`config.mk`:
```
export PLATFORM = sky130hd
export DESIGN_NAME = mem_port_arbiter
export DESIGN_NICKNAME = d
export VERILOG_FILES = /design/src/rtl/mem_port_arbiter.sv
export SDC_FILE = /design/constraint.sdc
export NUM_CORES = 1
export LEC_CHECK = 0
export CAP_MARGIN = 20
export CORE_MARGIN = 1
export CORE_UTILIZATION = 43
export CTS_BUF_LIST = sky130_fd_sc_hd__clkbuf_16
export DETAILED_ROUTE_END_ITERATION = 8
export PLACE_DENSITY = 0.91
export SLEW_MARGIN = 0
export SYNTH_ARGS = -nofsm -noshare
export SYNTH_HDL_FRONTEND = slang
export SYNTH_SLANG_ARGS = --single-unit
```
`constraint.sdc`:
```
create_clock -name clk -period 2.5 [get_ports clk]
set_input_delay 0.375 -clock clk [delete_from_list [all_inputs] [get_ports clk]]
set_output_delay 0.375 -clock clk [all_outputs]
set_load 0.03 [all_outputs]
```
`src/rtl/mem_port_arbiter.sv`:
```
// Two-requester arbiter sharing one memory port between instruction fetch and data access.
// Each access is latched at grant, held on the memory bus until ack or timeout, then completes.
module mem_port_arbiter #(
    parameter bit DATA_PRIO = 1'b1,
    parameter int TIMEOUT   = 15
) (
    input  logic        clk,
    input  logic        rst,
    input  logic        if_req,
    input  logic [15:0] if_addr,
    output logic        if_done,
    output logic [15:0] if_rdata,
    input  logic        d_req,
    input  logic        d_we,
    input  logic [15:0] d_addr,
    input  logic [15:0] d_wdata,
    output logic        d_done,
    output logic [15:0] d_rdata,
    output logic        mem_req,
    output logic        mem_we,
    output logic [15:0] mem_addr,
    output logic [15:0] mem_wdata,
    input  logic [15:0] mem_rdata,
    input  logic        mem_ack,
    output logic        busy,
    output logic        timeout_err
);

    typedef enum logic [1:0] {
        IDLE,
        SERVE_IF,
        SERVE_D,
        RESP
    } state_e;

    // Last wait-count value before the counter would reach TIMEOUT.
    localparam logic [3:0] WAIT_LAST = 4'(TIMEOUT - 1);

    state_e      state_q, state_d;
    logic        we_q, we_d;
    logic [15:0] addr_q, addr_d;
    logic [15:0] wdata_q, wdata_d;
    logic [15:0] if_rdata_q, if_rdata_d;
    logic [15:0] d_rdata_q, d_rdata_d;
    logic [3:0]  wait_q, wait_d;
    logic        err_q, err_d;
    logic        served_d_q, served_d_d;
    logic        grant_d;

    always_ff @(posedge clk or negedge rst) begin
        if (!rst) begin
            state_q    <= IDLE;
            we_q       <= 1'b0;
            addr_q     <= 16'h0000;
            wdata_q    <= 16'h0000;
            if_rdata_q <= 16'h0000;
            d_rdata_q  <= 16'h0000;
            wait_q     <= 4'd0;
            err_q      <= 1'b0;
            served_d_q <= 1'b0;
        end else begin
            state_q    <= state_d;
            we_q       <= we_d;
            addr_q     <= addr_d;
            wdata_q    <= wdata_d;
            if_rdata_q <= if_rdata_d;
            d_rdata_q  <= d_rdata_d;
            wait_q     <= wait_d;
            err_q      <= err_d;
            served_d_q <= served_d_d;
        end
    end

    always_comb begin
        state_d    = state_q;
        we_d       = we_q;
        addr_d     = addr_q;
        wdata_d    = wdata_q;
        if_rdata_d = if_rdata_q;
        d_rdata_d  = d_rdata_q;
        wait_d     = wait_q;
        err_d      = err_q;
        served_d_d = served_d_q;
        grant_d    = d_req && (!if_req || DATA_PRIO);

        case (state_q)
            IDLE: begin
                if (grant_d) begin
                    state_d    = SERVE_D;
                    we_d       = d_we;
                    addr_d     = d_addr;
                    wdata_d    = d_wdata;
                    served_d_d = 1'b1;
                    wait_d     = 4'd0;
                end else if (if_req) begin
                    state_d    = SERVE_IF;
                    we_d       = 1'b0;
                    addr_d     = if_addr;
                    wdata_d    = 16'h0000;
                    served_d_d = 1'b0;
                    wait_d     = 4'd0;
                end
            end
            SERVE_IF, SERVE_D: begin
                // An ack on the timeout edge wins and completes normally.
                if (mem_ack) begin
                    state_d = RESP;
                    if (!we_q) begin
                        if (served_d_q) d_rdata_d = mem_rdata;
                        else            if_rdata_d = mem_rdata;
                    end
                end else if (wait_q == WAIT_LAST) begin
                    state_d = RESP;
                    err_d   = 1'b1;
                    if (!we_q) begin
                        if (served_d_q) d_rdata_d = 16'h0000;
                        else            if_rdata_d = 16'h0000;
                    end
                end else begin
                    wait_d = wait_q + 4'd1;
                end
            end
            RESP:    state_d = IDLE;
            default: state_d = IDLE;
        endcase
    end

    assign mem_req     = (state_q == SERVE_IF) || (state_q == SERVE_D);
    assign mem_we      = mem_req && we_q;
    assign mem_addr    = addr_q;
    assign mem_wdata   = wdata_q;
    assign if_done     = (state_q == RESP) && !served_d_q;
    assign d_done      = (state_q == RESP) && served_d_q;
    assign if_rdata    = if_rdata_q;
    assign d_rdata     = d_rdata_q;
    assign busy        = (state_q != IDLE);
    assign timeout_err = err_q;

endmodule
```
==> results.yml <==
critical_path:
  worstPathMaxFanout: 8
  reg2reg_to: "if_rdata[10]$_DFFE_PN0P_"
  startpoint: "state_q[1]$_DFFE_PN0P_"
  ff2ff_setup_slack_ns: 0.48
  start_kind: "flip-flop"
  rr_startpoint: "wait_q[0]$_DFFE_PN0P_"
  criticalPathCategory: "reg2out"
  crit_path_cell_trace: "inv_1 -> ha_1 -> and2_1 -> clkdlybuf4s50_1"
  worst_path_max_delay_cell: "clkdlybuf4s50_1"
  required_ns: 2.12
  crit_arrival_ns: 2.04
  cp-end-kind: "output pin"
  critical_path.max_stage_delay_ns: 0.68
  rr_worst_depth: 5
cells_and_area:
  fillers: 513
  drive_gt1_share_pct: 13.9
  n_antenna_cell: 0
  fin_cells: 537
  post-route-util_pct: 69.9
  fin_nets: 508
  area_growth_pct: 54.7
clock_network:
  clk_pin_slew_worst_paths_ns: 0.05
  clock_path_buffers: 2
  cts_made_buffers: 9
  tritoncts: "done"
  clk_latency_ns: 0.32
  cts-root-buf: "clkbuf_16"
  clock_sinks: 73
  htree_levels: 3
synth:
  synth.area.top_cells: "dfrtp_1 55%, mux2_2 7.5%, nand2_1 6.3%"
  ys_types: 39
  syn_area_um2: 3310
  synthMostInstantiatedCell: "dfrtp_1"
  synth_fp_nets: 368
  synth_edf_count: 0
  ys.flop_type: "dfrtp_1"
  synthCells: 293
  async_flop_share_pct: 100
  synth_common_cells: "73 x dfrtp_1, 56 x nand2_1, 22 x mux2_2, 22 x nand3_1, 20 x o21ai_0"
  synth_top_area_share_pct: 55.2
  seq_area_frac_synth_pct: 55.2
  yosysTopAreaCell: "dfrtp_1"
  yosys_warnings: 0
  synth-seq-cells: 73
  avgSynthCellArea_um2: 11.3
timing:
  rsz0062_at_grt: "false"
  fin_crit_sh_pct: 96.6
  max_slew_margin_pct: 40.0
  hold_viol: 0
  final.setup.worst_slack_ns: 0.0851
  skew_ns: 0.00548
  fmax_ghz: 0.414
  setup_viol: 0
  tightest_slew_ns: 0.900
  fin_crit_ns: 2.41
  fin_setup_tns_ns: 0
  slew_viol_final: 0
place:
  gp_congestion: 0.757
  dp.cells: 521
  pre_cts_ws_ns: 0.367
  hpwl_um: 5690
  port_buffers: 139
status:
  outcome: "finished clean"
routing:
  drc_errors: 0
  vias: 2716
  drt_wl_total_um: 7890
  drt_iter0_drc: 84
  via_per_inst: 5.06
  ant_nets: 0
  dr.pass1.iters: 5
  wl_per_cell_um: 14.7
global_routing:
  antenna_found_initial: 0
  grt_usage_pct: 21.4
  grt_pass1_vias: 2722
  grt_overflow: 0
  grt_pass1_wl_um: 13600
  grt_max_degree: 74
flow_run:
  maxCapViolations: 0
floorplanning:
  fp.dieH_um: 89.7
  ios: 140
  die_width_um: 89.7
  core_um2: 7330
  start_util_pct: 45.2
  rows: 31
  die_area_um2: 8050
power_and_ir_drop:
  peakVddDrop_uv: 616
  p_per_area_nw_per_um2: 1340
  p_leak_nw: 2.36
hold_path:
  hp-class: "in2async"
critical path, delay by kind of cell, from the launching register on:
kind	cells	cell delay (ns)
DFF	1	0.38
and+or+nand+nor	1	0.16
adders and majority gates	1	0.40
buffers and inverters	2	0.77
what timing repair did:
item	in CTS	in global routing
endpoints found under the setup margin	0	1
buffers inserted	0	0
hold buffers	0	0
gates resized for setup	0	1
cell usage in the layout, fill, tap and decap left out, drive strengths merged, types with 9 or more instances in the layout:
cell type / n
and2: 18
buf: 10
clkbuf: 9
clkdlybuf4s50: 136
dfrtp: 73
mux2: 32
mux2i: 16
nand2: 56
nand3: 22
o21ai: 21
power by group:
group	switching [mW]	total, mW	leakage, nW	internal [mW]
registers	0.314	2.02	0.931	1.71
logic	1.95	3.53	1.27	1.58
clock network	0.467	1.33	0.158	0.864
total	2.73	6.88	2.36	4.15
stage by stage:
| step | hold slack [ns] | cell area (µm²) | power [mW] |
|---|---|---|---|
| detailed placement | 0.455 | 4810 | 5.58 |
| floorplan | 0.0794 | 3310 | 4.13 |
| CTS | 0.222 | 5120 | 6.94 |
| global placement | 0.449 | 4810 | 5.48 |
| finish | 0.185 | 5120 | 6.88 |
| global route | 0.264 | 5120 | 7.29 |
sequential cells by signal (all words and copies together) (netlist names), 2 cells and up:
register,flops
wait_q,4
mem_addr,16
mem_wdata,16
state_q,2
if_rdata,16
d_rdata,16
layer usage:
layer / up-vias / routed length [µm] / share of wire (%) / track usage [%]
li1: 1283 / - / - / -
met1: 1285 / 3420 / 43 / 26.3
met2: 142 / 3620 / 46 / 34.7
met3: 6 / 796 / 10 / 7.87
met4: 0 / 62 / 0.79 / 7.38
met5: - / 0 / 0 / 0
cell families after synthesis:
logic type,synth area share [%]
flops,55.2
fa+ha+maj,1.89
compound gates,6.31
buf+inv,3.33
mux,16.9
simple gates,16.4
worst max path at each step:
stage | end
global route | mem_we
finish | mem_we
detailed placement | if_rdata[10]$_DFFE_PN0P_
floorplan | if_rdata[10]$_DFFE_PN0P_
CTS | mem_req
global placement | if_rdata[6]$_DFFE_PN0P_
final cells by class:
type | count | area, µm² | area share [%]
Sequential cell | 73 | 1830 | 35.7
Timing Repair Buffer | 147 | 1460 | 28.5
Multi-Input combinational cell | 198 | 1390 | 27.0
Clock buffer | 9 | 225 | 4.40
Tap cell | 99 | 124 | 2.42
Clock inverter | 7 | 86.3 | 1.69
Inverter | 4 | 15.0 | 0.293
Note: power is estimated with default switching activity, not from simulation.
